`src/rtl/alu_arbiter.sv`:
```
`default_nettype none
// ============================================================================
// Module   : alu_arbiter
// Purpose  : Shares one DATA_WIDTH-bit ALU between two requesters (port 0 =
//            core execute stage, port 1 = auxiliary/debug path). Grants one
//            request at a time (round robin when both ask), registers the
//            operands onto the ALU inputs, waits the op's execution time,
//            captures result and flags, and returns them through a
//            valid/ready handshake tagged with the winning port.
// Revision : 1.0 - initial release
//
// Ports:
//   clock, reset              rising-edge clock, async active-low reset
//   req0/1, op0/1, a0/1, b0/1, shamt0/1
//                             request + operands, held until ack
//   ack0/1                    one-cycle accept pulse (combinational, IDLE)
//   aluSelection, dataA, dataB2, shamt
//                             registered ALU inputs
//   aluOut, zero, negative    ALU result and flags
//   resValid/resReady         result handshake
//   resData, resTag, resZero, resNegative, resDivZero
//                             captured result, issuing port and flags
//   busy                      any state other than IDLE
//
// Configuration macro: ALU_ARB_DIVZERO_EN
//   defined   : divide/modulo by zero finishes after one EXEC cycle with a
//               substituted result (div: all ones, mod: dataA), resDivZero=1
//   undefined : divide/modulo by zero is timed and returned like any other
//               mul/div op; resDivZero is tied low
// ============================================================================
module alu_arbiter #(
  parameter int DATA_WIDTH    = 32,
  parameter int MULDIV_CYCLES = 4
) (
  input  logic                  clock,
  input  logic                  reset,
  input  logic                  req0,
  input  logic                  req1,
  input  logic [3:0]            op0,
  input  logic [3:0]            op1,
  input  logic [DATA_WIDTH-1:0] a0,
  input  logic [DATA_WIDTH-1:0] a1,
  input  logic [DATA_WIDTH-1:0] b0,
  input  logic [DATA_WIDTH-1:0] b1,
  input  logic [4:0]            shamt0,
  input  logic [4:0]            shamt1,
  output logic                  ack0,
  output logic                  ack1,
  output logic [3:0]            aluSelection,
  output logic [DATA_WIDTH-1:0] dataA,
  output logic [DATA_WIDTH-1:0] dataB2,
  output logic [4:0]            shamt,
  input  logic [DATA_WIDTH-1:0] aluOut,
  input  logic                  zero,
  input  logic                  negative,
  output logic                  resValid,
  input  logic                  resReady,
  output logic [DATA_WIDTH-1:0] resData,
  output logic                  resTag,
  output logic                  resZero,
  output logic                  resNegative,
  output logic                  resDivZero,
  output logic                  busy
);

  localparam logic [3:0] C_OP_MUL   = 4'b1100;
  localparam logic [3:0] C_OP_DIV   = 4'b1101;
  localparam logic [3:0] C_OP_MOD   = 4'b1110;
  localparam logic [3:0] C_OP_UNDEF = 4'b1111;
  // Counter value loaded on accept so that EXEC lasts MULDIV_CYCLES cycles.
  localparam logic [3:0] C_MD_LOAD  = 4'(MULDIV_CYCLES - 1);

  typedef enum logic [1:0] {
    S_IDLE = 2'd0,
    S_EXEC = 2'd1,
    S_DONE = 2'd2
  } state_t;

  state_t                r_state;
  state_t                w_next_state;
  logic                  r_last_grant;
  logic [3:0]            r_cnt;

  logic [3:0]            r_alu_sel;
  logic [DATA_WIDTH-1:0] r_data_a;
  logic [DATA_WIDTH-1:0] r_data_b;
  logic [4:0]            r_shamt;
  logic                  r_res_valid;
  logic [DATA_WIDTH-1:0] r_res_data;
  logic                  r_res_tag;
  logic                  r_res_zero;
  logic                  r_res_neg;

  logic                  w_grant;
  logic                  w_grant_port;
  logic [3:0]            w_sel_op;
  logic [DATA_WIDTH-1:0] w_sel_a;
  logic [DATA_WIDTH-1:0] w_sel_b;
  logic [4:0]            w_sel_shamt;
  logic                  w_sel_muldiv;
  logic                  w_req_divzero;
  logic [3:0]            w_cnt_load;

  logic [DATA_WIDTH-1:0] w_cap_data;
  logic                  w_cap_zero;
  logic                  w_cap_neg;

  // --------------------------------------------------------------------------
  // Next state, arbitration and accept pulses
  // --------------------------------------------------------------------------
  always_comb begin
    w_next_state = r_state;
    w_grant      = 1'b0;
    w_grant_port = 1'b0;
    ack0         = 1'b0;
    ack1         = 1'b0;
    case (r_state)
      S_IDLE: begin
        if (req0 && req1) begin
          // Round robin: the port that did not win last time goes first.
          w_grant      = 1'b1;
          w_grant_port = ~r_last_grant;
        end else if (req0 || req1) begin
          w_grant      = 1'b1;
          w_grant_port = req1;
        end
        ack0 = w_grant && !w_grant_port;
        ack1 = w_grant && w_grant_port;
        if (w_grant) w_next_state = S_EXEC;
      end
      S_EXEC: begin
        if (r_cnt == 4'd0) w_next_state = S_DONE;
      end
      S_DONE: begin
        if (resReady) w_next_state = S_IDLE;
      end
      default: w_next_state = S_IDLE;
    endcase
  end

  // Operands of the winning port
  assign w_sel_op     = w_grant_port ? op1    : op0;
  assign w_sel_a      = w_grant_port ? a1     : a0;
  assign w_sel_b      = w_grant_port ? b1     : b0;
  assign w_sel_shamt  = w_grant_port ? shamt1 : shamt0;
  assign w_sel_muldiv = (w_sel_op == C_OP_MUL) || (w_sel_op == C_OP_DIV) ||
                        (w_sel_op == C_OP_MOD);

`ifdef ALU_ARB_DIVZERO_EN
  logic w_exec_divzero;
  logic r_res_divzero;

  assign w_req_divzero  = ((w_sel_op == C_OP_DIV) || (w_sel_op == C_OP_MOD)) &&
                          (w_sel_b == '0);
  assign w_exec_divzero = ((r_alu_sel == C_OP_DIV) || (r_alu_sel == C_OP_MOD)) &&
                          (r_data_b == '0);
  assign resDivZero     = r_res_divzero;
`else
  assign w_req_divzero  = 1'b0;
  assign resDivZero     = 1'b0;
`endif

  // Div/mod by zero skips the multi-cycle wait when the feature is enabled.
  assign w_cnt_load = (w_sel_muldiv && !w_req_divzero) ? C_MD_LOAD : 4'd0;

  // --------------------------------------------------------------------------
  // Result substitution at capture time
  // --------------------------------------------------------------------------
  always_comb begin
    w_cap_data = aluOut;
    w_cap_zero = zero;
    w_cap_neg  = negative;
    // The ALU leaves op 1111 undefined, so its output is replaced by zero.
    if (r_alu_sel == C_OP_UNDEF) begin
      w_cap_data = '0;
      w_cap_zero = 1'b1;
      w_cap_neg  = 1'b0;
    end
`ifdef ALU_ARB_DIVZERO_EN
    else if (w_exec_divzero) begin
      w_cap_data = (r_alu_sel == C_OP_DIV) ? {DATA_WIDTH{1'b1}} : r_data_a;
      w_cap_zero = 1'b0;
      w_cap_neg  = w_cap_data[DATA_WIDTH-1];
    end
`endif
  end

  // --------------------------------------------------------------------------
  // State and datapath registers
  // --------------------------------------------------------------------------
  always_ff @(posedge clock or negedge reset) begin
    if (!reset) begin
      r_state      <= S_IDLE;
      r_last_grant <= 1'b1;
      r_cnt        <= 4'd0;
      r_alu_sel    <= 4'd0;
      r_data_a     <= '0;
      r_data_b     <= '0;
      r_shamt      <= 5'd0;
      r_res_valid  <= 1'b0;
      r_res_data   <= '0;
      r_res_tag    <= 1'b0;
      r_res_zero   <= 1'b0;
      r_res_neg    <= 1'b0;
    end else begin
      r_state <= w_next_state;
      case (r_state)
        S_IDLE: begin
          if (w_grant) begin
            r_alu_sel    <= w_sel_op;
            r_data_a     <= w_sel_a;
            r_data_b     <= w_sel_b;
            r_shamt      <= w_sel_shamt;
            r_res_tag    <= w_grant_port;
            r_last_grant <= w_grant_port;
            r_cnt        <= w_cnt_load;
          end else begin
            r_alu_sel <= 4'd0;
          end
        end
        S_EXEC: begin
          if (r_cnt == 4'd0) begin
            r_res_data  <= w_cap_data;
            r_res_zero  <= w_cap_zero;
            r_res_neg   <= w_cap_neg;
            r_res_valid <= 1'b1;
          end else begin
            r_cnt <= r_cnt - 4'd1;
          end
        end
        S_DONE: begin
          if (resReady) r_res_valid <= 1'b0;
        end
        default: r_res_valid <= 1'b0;
      endcase
    end
  end

`ifdef ALU_ARB_DIVZERO_EN
  always_ff @(posedge clock or negedge reset) begin
    if (!reset) begin
      r_res_divzero <= 1'b0;
    end else if ((r_state == S_EXEC) && (r_cnt == 4'd0)) begin
      r_res_divzero <= w_exec_divzero;
    end
  end
`endif

  assign aluSelection = r_alu_sel;
  assign dataA        = r_data_a;
  assign dataB2       = r_data_b;
  assign shamt        = r_shamt;
  assign resValid     = r_res_valid;
  assign resData      = r_res_data;
  assign resTag       = r_res_tag;
  assign resZero      = r_res_zero;
  assign resNegative  = r_res_neg;
  assign busy         = (r_state != S_IDLE);

endmodule
`default_nettype wire

```
`config.mk`:
```
export PLATFORM = sky130hd
export DESIGN_NAME = alu_arbiter
export DESIGN_NICKNAME = d
export VERILOG_FILES = /design/src/rtl/alu_arbiter.sv
export SDC_FILE = /design/constraint.sdc
export NUM_CORES = 1
export LEC_CHECK = 0
export ABC_AREA = 1
export CORE_ASPECT_RATIO = 0.5
export CORE_MARGIN = 5
export CORE_UTILIZATION = 41
export CTS_CLUSTER_SIZE = 24
export DETAILED_ROUTE_END_ITERATION = 10
export GPL_TIMING_DRIVEN = 0
export PLACE_DENSITY_LB_ADDON = 0.08
export RECOVER_POWER = 100
export SYNTH_ARGS = -nofsm -noshare
export SYNTH_HDL_FRONTEND = slang
export SYNTH_SLANG_ARGS = --single-unit
```
`constraint.sdc`:
```
create_clock -name clock -period 4.05 [get_ports clock]
set_clock_uncertainty 0.1 [all_clocks]
set_input_delay 0.405 -clock clock [delete_from_list [all_inputs] [get_ports clock]]
set_output_delay 0.405 -clock clock [all_outputs]
set_load 0.02 [all_outputs]
```
==> impl_results.md <==
- Power per cell area: 813 mW/mm²
- Tcrit/Tclk final: 0.819
- First-pass GRT wire length: 29000 µm
- Number of cells on the worst reg-to-reg path: 7
- Outcome: complete, but fails checks
- PortBufs: 296
- Fin area: 0.00893 mm²
- Seq pwr share: 0.281
- Clock slew at reported path FFs: 0.05 ns
- Remaining DRCs: 0
- Post-synthesis cell type count: 23
- # nets final: 1111
- Drt first pass iters: 7
- Launch point of the worst hold path: resData[31]$_DFFE_PN0P_
- CP endpoint kind: output port
- Clk network pwr share: 0.235
- Synth Flop Type: dfrtp_1
- Area Growth Syn to Fin: 74.1%
- EDFF count, synth: 0
- Max_cap viols: 1
- TritonCTS clock tree: built
- Req. time, crit path: 3.54 ns
- Root Buffer: clkbuf_16
- Largest net degree at the start of global routing: 80
- CP Launch Type: flop
- Dpl hpwl: 13700 µm
- Total track usage: 0.247
- Total grt overflow: 0
- Reg2reg start: r_state[0]$_DFFE_PN0P_
- Synthesized cell area: 0.00513 mm²
- RSZ-0062 raised after global routing: false
- Pleak: 4.08 nW
- Hold path endpoint: resData[31]$_DFFE_PN0P_
- Fin cells: 1101
- Final setup viols: 0
- Placed cell areas: 0.00833 mm²
- Max Slew Vio Count: 38
- Area contributors post-synth: dfrtp_1 (56%), o21ai_1 (13%), nand2_1 (11%)
- Core Area: 0.0120 mm²
- Drt total wl: 18500 µm
- Cells after synthesis: 607
- Die H: 89.1 µm
- Synth warn: 0
- Yosys top cell area share: 0.561
- H-tree lvl count: 4
- RR Endpoint: dataB2[12]$_DFFE_PN0P_
- Hold Crit Class: reg -> reg
- Vias in the first global route: 5517
- Initial antenna violation count: 0
- Hold_ws: 0.370 ns
- Clock buffer depth: 2
- Syn Area/Cell: 8.45 µm²
- Violated checks: capacitance limit, slew limit
- Critical path arrival: 2.81 ns
- Ports: 298
- Via count: 5433
- Switching share of power: 0.402
- Seq/Total Area, Yosys: 0.566
- Internal: 4.34 mW
- Min Tclk post-route: 3.32 ns
- Vias/cell: 4.93
- Slew headroom: -0.421
- Commonest non-fill, non-tap cell in the layout: clkdlybuf4s50_1
- Synth area leader: dfrtp_1
- Post-synthesis register bit count: 116
- R2R Setup Slk: 1.47 ns
- Antenna Diode Count: 0
- Placer Congestion: 0.854
- Die ar.: 0.0150 mm²
- Row count: 28
- Die width: 168 µm
- Asr flop ratio synth: 1.00
- CTS Sinks: 116
- Placed cells: 1069
- Starting DRT DRC Count: 372
- Initial Utilization: 0.427
- Max Clock Freq: 301 MHz
- Number of routed nets with antenna violations: 0
- Worst-Margin Slew: 2.13 ns
- Inserted Clock Buffers: 17
- Hold depth: 2
- Share of cells above drive strength 1: 0.0545
- Max VDD drop: 0.398 mV
- Crit Path Max Fanout: 10
- Worst skew pair latency: 0.40 ns
- P_sw: 2.92 mW
- Most frequent cells in the layout: clkdlybuf4s50_1 (185), nand2_1 (155), dfrtp_1 (115), dlygate4sd3_1 (111), nor2_1 (83)
- Synthesized Nets: 794
- Fin. Hold Viols: 0
- Logic pwr share: 0.484
- Drt wl/cell: 16.8 µm
- CP Class: reg -> out
how the worst max path moves through the flow:
stage,depth (start not counted),end,startpoint,slack [ns]
floorplan,6,ack0,r_state[0]$_DFFE_PN0P_,2.17
global placement,1,dataA[17]$_DFFE_PN0P_,reset,-2.20
detailed placement,7,ack0,req1,1.19
CTS,7,ack0,r_state[0]$_DFFE_PN0P_,1.14
global route,7,ack0,r_state[0]$_DFFE_PN0P_,0.51
finish,7,ack0,r_state[0]$_DFFE_PN0P_,0.73
layer usage:
layer | share of wire | GRT usage | vias to the layer above
li1 | - | - | 2633
met3 | 0.085 | 0.0808 | 34
met5 | 0 | 0 | -
met1 | 0.39 | 0.291 | 2547
met2 | 0.50 | 0.434 | 219
met4 | 0.024 | 0.0920 | 0
layout make-up:
type | instances | area (µm²)
fillers | 923 | 3090
clock buffers | 21 | 460
flip-flops and latches | 116 | 2900
well taps | 165 | 206
multi-input cells | 435 | 1920
plain buffers | 41 | 185
repair buffers | 298 | 2990
inverters | 15 | 56.3
clock inverters | 10 | 203
critical path, stage by stage (launching register included):
cell,delay (ns)
dfrtp_1,0.40
nor2_1,0.37
inv_1,0.22
nor2_1,0.18
clkinv_1,0.13
clkbuf_1,0.27
a21oi_1,0.19
clkdlybuf4s50_1,0.65
cell families (layout without fill, tap and decap cells):
family	Yosys count	in the layout	synth area share
fa+ha+maj	2	2	0.00488
compound gates	150	150	0.149
other cells	1	1	0.000731
buf+inv	56	385	0.0552
flops	116	116	0.566
simple gates	282	282	0.224
what timing repair did:
item                      4_1_cts  5_1_grt
gates resized for setup         0        0
hold endpoints to repair       37        0
setup buffers                   0        0
hold buffers                    1        0
metrics by stage:
stage | setup WS, ns | setup TNS [ns] | power (mW) | utilization
final | 0.733 | 0 | 7.26 | 0.743
after detailed placement | 1.19 | 0 | 5.91 | 0.693
after floorplan | 2.17 | 0 | 4.10 | -
after CTS | 1.14 | 0 | 7.66 | 0.749
after global routing | 0.513 | 0 | 7.77 | 0.743
after global placement | -2.20 | -251.74 | 5.83 | 0.690
power groups by stage:
stage	registers (mW)	logic (mW)	clock network [mW]
after global routing	2.11	3.86	1.79
after CTS	2.07	3.87	1.73
after global placement	2.05	3.78	0
final	2.04	3.51	1.71
after floorplan	2.72	1.38	0
after detailed placement	2.07	3.84	0
synth_stat cells, types with 2 or more instances:
cell,instances
buf_4,8
nand4_1,4
o21ai_0,5
a21oi_1,5
a22o_1,3
nand3_1,36
inv_2,5
nor3_1,3
buf_2,22
inv_1,10
ha_1,2
clkbuf_1,9
dfrtp_1,115
buf_6,2
nor2_1,80
nor2_4,3
nand2_1,155
o21ai_1,135
registers in the layout, summed over array words and instances (netlist names):
signal,cells
resTag,1
dataB2,32
resNegative,1
resData,32
resValid,1
r_cnt,4
dataA,32
r_state,2
resZero,1
shamt,5
aluSelection,4
r_last_grant,1
Note: power is estimated with default switching activity, not from simulation.
==> edit 1: new RTL, same flow settings <==
Set the parameter `DATA_WIDTH` to 64 (it was 32).
--- a/src/rtl/alu_arbiter.sv
+++ b/src/rtl/alu_arbiter.sv
@@ -30,5 +30,5 @@
 // ============================================================================
 module alu_arbiter #(
-  parameter int DATA_WIDTH    = 32,
+  parameter int DATA_WIDTH    = 64,
   parameter int MULDIV_CYCLES = 4
 ) (
Ports: changed (8 resized); port bits go from 298 to 554. The function was not compared with the original's and may differ.
==> edit 1 against the original RTL <==
- the run ends with slew limit left
- wire length grew 120%
- final area grew 77%
- synthesized area grew 80%
- combinational power grew 85%
- first-iteration DRC count grew 110%
- sequential share of layout area grew 1.1 points
- worst hold slack lost 0.020 ns
- worst setup slack lost 0.18 ns
- sequential cell count grew 96
- sequential power grew 84%
- die area grew 72%
- power grew 67%
==> edit 1: results (changes against the original RTL) <==
status: "finished with violations"
violations: "slew limit"
syn-num-nets: 1442  # +82%
antenna_found_initial: 1  # +1
fin_hold_ws_ns: 0.3507  # -0.01958 ns
clk_path_buf_depth: 3  # +1
peakVddDrop_mv: 0.4006  # +0.60%
intPower_mw: 6.769  # +56%
synth_cell_types: 26  # +13%
io_buffers: 552  # +86%
use_met3_pct: 8.276  # +0.19 points
synth_common_cells: "nand2_1, dfrtp_1, nor2_1, o21ai_0, o21ai_1"
grt_usage_pct: 29.57  # +4.8 points
dr.pass1.iters: 5  # -2
grt_util_met2_pct: 50.77  # +7.4 points
powerComb_mw: 6.49  # +85%
hold_class: "input pin to flip-flop"
rr_endpoint: "dataB2[35]"
hold_end: "resData[14]"
fin_nets: 2019  # +82%
grt_pass1_wl_um: 59210  # +100%
p_seq_share_pct: 30.9  # +2.8 points
maxSlewViolCount: 71  # +87%
dpl.cell_count: 1948  # +82%
via_per_inst: 5.096  # +3.3%
holdPathStages: 3  # +1
syn_inst: 1095  # +80%
grt_pass1_vias: 10025  # +82%
use_met1_pct: 37.01  # +8.0 points
grt_max_degree: 109  # +36%
pre_cts_ws_ns: 1.052  # -0.1412 ns
yosysSeqAreaShare_pct: 57.51  # +0.87 points
numCtsBuffers: 21  # +4
worstPathArrival_ns: 3.00  # +0.19 ns
yosys-top-cells-area: "dfrtp_1, nand2_1, o21ai_0, o21ai_1, nor2_1"
wl_met2_um: 19790  # +110%
drt-met1-wl_um: 16020  # +120%
-- edit 1: changes by cell type after synthesis, moves of 2 or more --
cell,delta
buf_2,+23
clkbuf_1,+17
dfrtp_1,+96
inv_1,+2
inv_2,-3
nand2_1,+128
nand3_1,+32
nor2_1,+64
o21ai_0,+139
o21ai_1,-11
-- edit 1: layout make-up --
type	count	area [µm²]
fill	1726	6160
timing repair buffer	554	5548
sequential	212	5306
multi-input combinational	787	3455
clock buffer	31	603.1
buffer	81	375.4
tap	300	375.4
inverter	15	57.56
clock inverter	5	36.28
antenna	1	2.502
-- edit 1: cells by family (layout without fill, tap and decap cells) --
| group | Yosys count | in the layout | share of synthesized area (%) |
|---|---|---|---|
| adders and majority gates | 2 | 2 | 0.2711 |
| AOI/OAI and AO/OA | 278 | 278 | 15.24 |
| other | 1 | 2 | 0.04064 |
| DFF | 212 | 212 | 57.51 |
| buffers and inverters | 96 | 686 | 4.949 |
| and+or+nand+nor | 506 | 506 | 21.99 |
-- edit 1: worst max-delay path, delay by kind of cell (launching register included) --
kind                   cells  cell delay [ns]
and+or+nand+nor            2             0.63
buffers and inverters      4             1.46
DFF                        1             0.39
-- edit 1: worst max path at each step --
| stage | from | end | slack [ns] | cells past startpoint |
|---|---|---|---|---|
| 2_1_floorplan | r_state[0] | ack0 | 2.11 | 6 |
| 3_3_place_gp | reset | dataA[44] | -6.67 | 1 |
| 3_5_place_dp | req1 | ack0 | 1.05 | 7 |
| 4_1_cts | r_state[0] | ack0 | 0.91 | 7 |
| 5_1_grt | r_state[0] | ack1 | 0.41 | 6 |
| 6_report | r_state[0] | ack1 | 0.55 | 6 |
-- edit 1: timing repair --
action                                  in CTS  in global routing
endpoints found under the setup margin       0                  0
hold buffers                                 1                  0
hold endpoints to repair                   107                  0
buffers inserted                             0                  0
==> edit 2: new RTL, same flow settings <==
Without the edit above. The 3 states of `state_t` get a one-hot encoding in 3 bits.
--- a/src/rtl/alu_arbiter.sv
+++ b/src/rtl/alu_arbiter.sv
@@ -71,8 +71,8 @@
   localparam logic [3:0] C_MD_LOAD  = 4'(MULDIV_CYCLES - 1);
 
-  typedef enum logic [1:0] {
-    S_IDLE = 2'd0,
-    S_EXEC = 2'd1,
-    S_DONE = 2'd2
+  typedef enum logic [2:0] {
+    S_IDLE = 3'b001,
+    S_EXEC = 3'b010,
+    S_DONE = 3'b100
   } state_t;
 
Behaviour: no difference found for any inputs over 4 cycles, from zero or initial values and one cycle with reset low; so few cycles prove little.
==> edit 2 against the original RTL <==
- combinational power fell by 6.3%
- critical endpoint is now ack1
- largest power group unchanged
- highest routed layer unchanged
- global-route usage barely moved
- utilization fell by 0.33 points
- critical path depth fell by 1
- worst hold slack got worse by 0.011 ns
- wire length rose by 2.2%
- final area fell by 0.15%
- worst setup slack improved by 0.0062 ns
- sequential cell count rose by 1
- synthesized area rose by 0.51%
- count of clock-buffer cells in the layout fell by 3
- synthesized cell count rose by 1.6%
- power fell by 4.6%
- sequential share of layout area rose by 0.34 points
==> edit 2: results (changes against the original RTL) <==
dr.pass1.iters: 4  # -3
ys_warn_count: 0  # unchanged
detailed_place_hpwl_um: 14090  # +2.6%
p_leak_nw: 4.050  # -0.80%
diodes: 0  # unchanged
fin_nets: 1121  # +0.90%
crit_family: "buffers and inverters"
cts-resized-gates: 0  # unchanged
synth-async-reset-ratio_pct: 100.0  # unchanged
dr.first_iter.drc_count: 259  # -30%
syn-num-nets: 804  # +1.3%
peakVddDrop_mv: 0.3751  # -5.8%
status: "completed"
setup_viol: 0  # unchanged
synth_cell_types: 27  # +17%
drive_above_1_share_pct: 5.702  # +0.25 points
numCtsBuffers: 17  # unchanged
cts_root_buf: "clkbuf_16"
synth_common_cells: "nand2_1, dfrtp_1, nor2_1, o21ai_0, o21ai_1"
worstPathMaxFanout: 10  # unchanged
critical-path-max-stage-delay_ns: 0.69  # +0.04 ns
clk_latency_ns: 0.41
antenna_found_initial: 0  # unchanged
num_vias: 5486  # +0.98%
pre_cts_ws_ns: 1.121  # -0.07194 ns
holdPathStages: 2  # unchanged
cpMaxStageDelayCell: "clkdlybuf4s50_1"
grt_pass1_vias: 5551  # +0.62%
grt_max_degree: 94  # +18%
yosys-top-cells-area: "dfrtp_1, nand2_1, o21ai_0, o21ai_1, nor2_1"
grt_usage_pct: 24.70  # -0.029 points
io_buffers: 296  # unchanged
worstMarginPinSlew_ns: 1.356  # -0.7757 ns
gp_routability_congestion: 0.8203  # -3.9%
htreeDepth: 4  # unchanged
ys.flop_type: "dfrtp_1"
clk_pin_slew_ns: 0.05  # about the same
worstPathArrival_ns: 2.81  # about the same
hold_class: "flip-flop to flip-flop"
synth_edf_count: 0  # unchanged
drt-total-wl_um: 18850  # +2.2%
worstRegToRegCells: 7  # unchanged
clk_path_buf_depth: 2  # unchanged
grt_pass1_wl_um: 28900  # -0.45%
yosysSeqAreaShare_pct: 56.86  # +0.22 points
-- edit 2: timing repair --
item	CTS	global route
endpoints found under the hold margin	24	0
buffers inserted	0	0
hold buffers	1	0
-- edit 2: per-layer routing --
metal  GRT usage, %  routed length [µm]  vias up
li1               -                   -     2660
met1          27.66                7126     2599
met2          44.94                9751      195
met3          9.541                1596       32
met4          7.143                 374        0
met5              0                   0        -
-- edit 2: kinds of logic (layout without fill, tap and decap cells) --
family,after synthesis,count (layout),share of synthesized area (%)
compound gates,148,148,14.54
xor+xnor,1,1,0.1700
fa+ha+maj,2,2,0.4855
buf+inv,56,386,4.977
flops,117,117,56.86
other cells,1,1,0.07276
simple gates,292,292,22.89
-- edit 2: worst paths after layout --
check                      slack (ns)     endpoint        from
setup / recovery                 0.74         ack1  r_state[0]
hold / removal                   0.36     resValid    resValid
setup reg to reg                 1.52  resData[27]  r_state[2]
hold reg to reg                  0.36     resValid    resValid
max in group asynchronous        1.04  resData[23]       reset
min in group asynchronous        0.74   dataB2[23]       reset
-- edit 2: where the power goes --
part / leakage [nW] / internal (mW) / switching [mW]
combinational: 2.35 / 1.33 / 1.96
sequential: 1.42 / 1.77 / 0.299
clock: 0.286 / 0.990 / 0.578
total: 4.05 / 4.09 / 2.84
-- edit 2: worst reg2reg max path, delay by kind of cell (launching register included) --
| family | cells | cell delay (ns) |
|---|---|---|
| buf+inv | 3 | 0.81 |
| simple gates | 4 | 1.13 |
| flops | 1 | 0.39 |
-- edit 2: final cells by class --
class | count | area [µm²]
fill | 938 | 3138
timing repair buffer | 298 | 2974
sequential | 117 | 2930
multi-input combinational | 444 | 1947
clock buffer | 18 | 439.2
tap | 165 | 206.4
buffer | 41 | 183.9
clock inverter | 14 | 176.4
inverter | 15 | 56.30
-- edit 2: stage by stage --
stage | cells | instance area (µm²) | total power, mW | hold WS [ns]
floorplan | 617 | 5154 | 3.913 | 0.009409
CTS | 1112 | 8977 | 7.298 | 0.3288
global placement | 1078 | 8323 | 5.608 | 0.3508
finish | 1112 | 8914 | 6.925 | 0.3593
detailed placement | 1079 | 8352 | 5.691 | 0.1847
global route | 1112 | 8914 | 7.390 | 0.3875
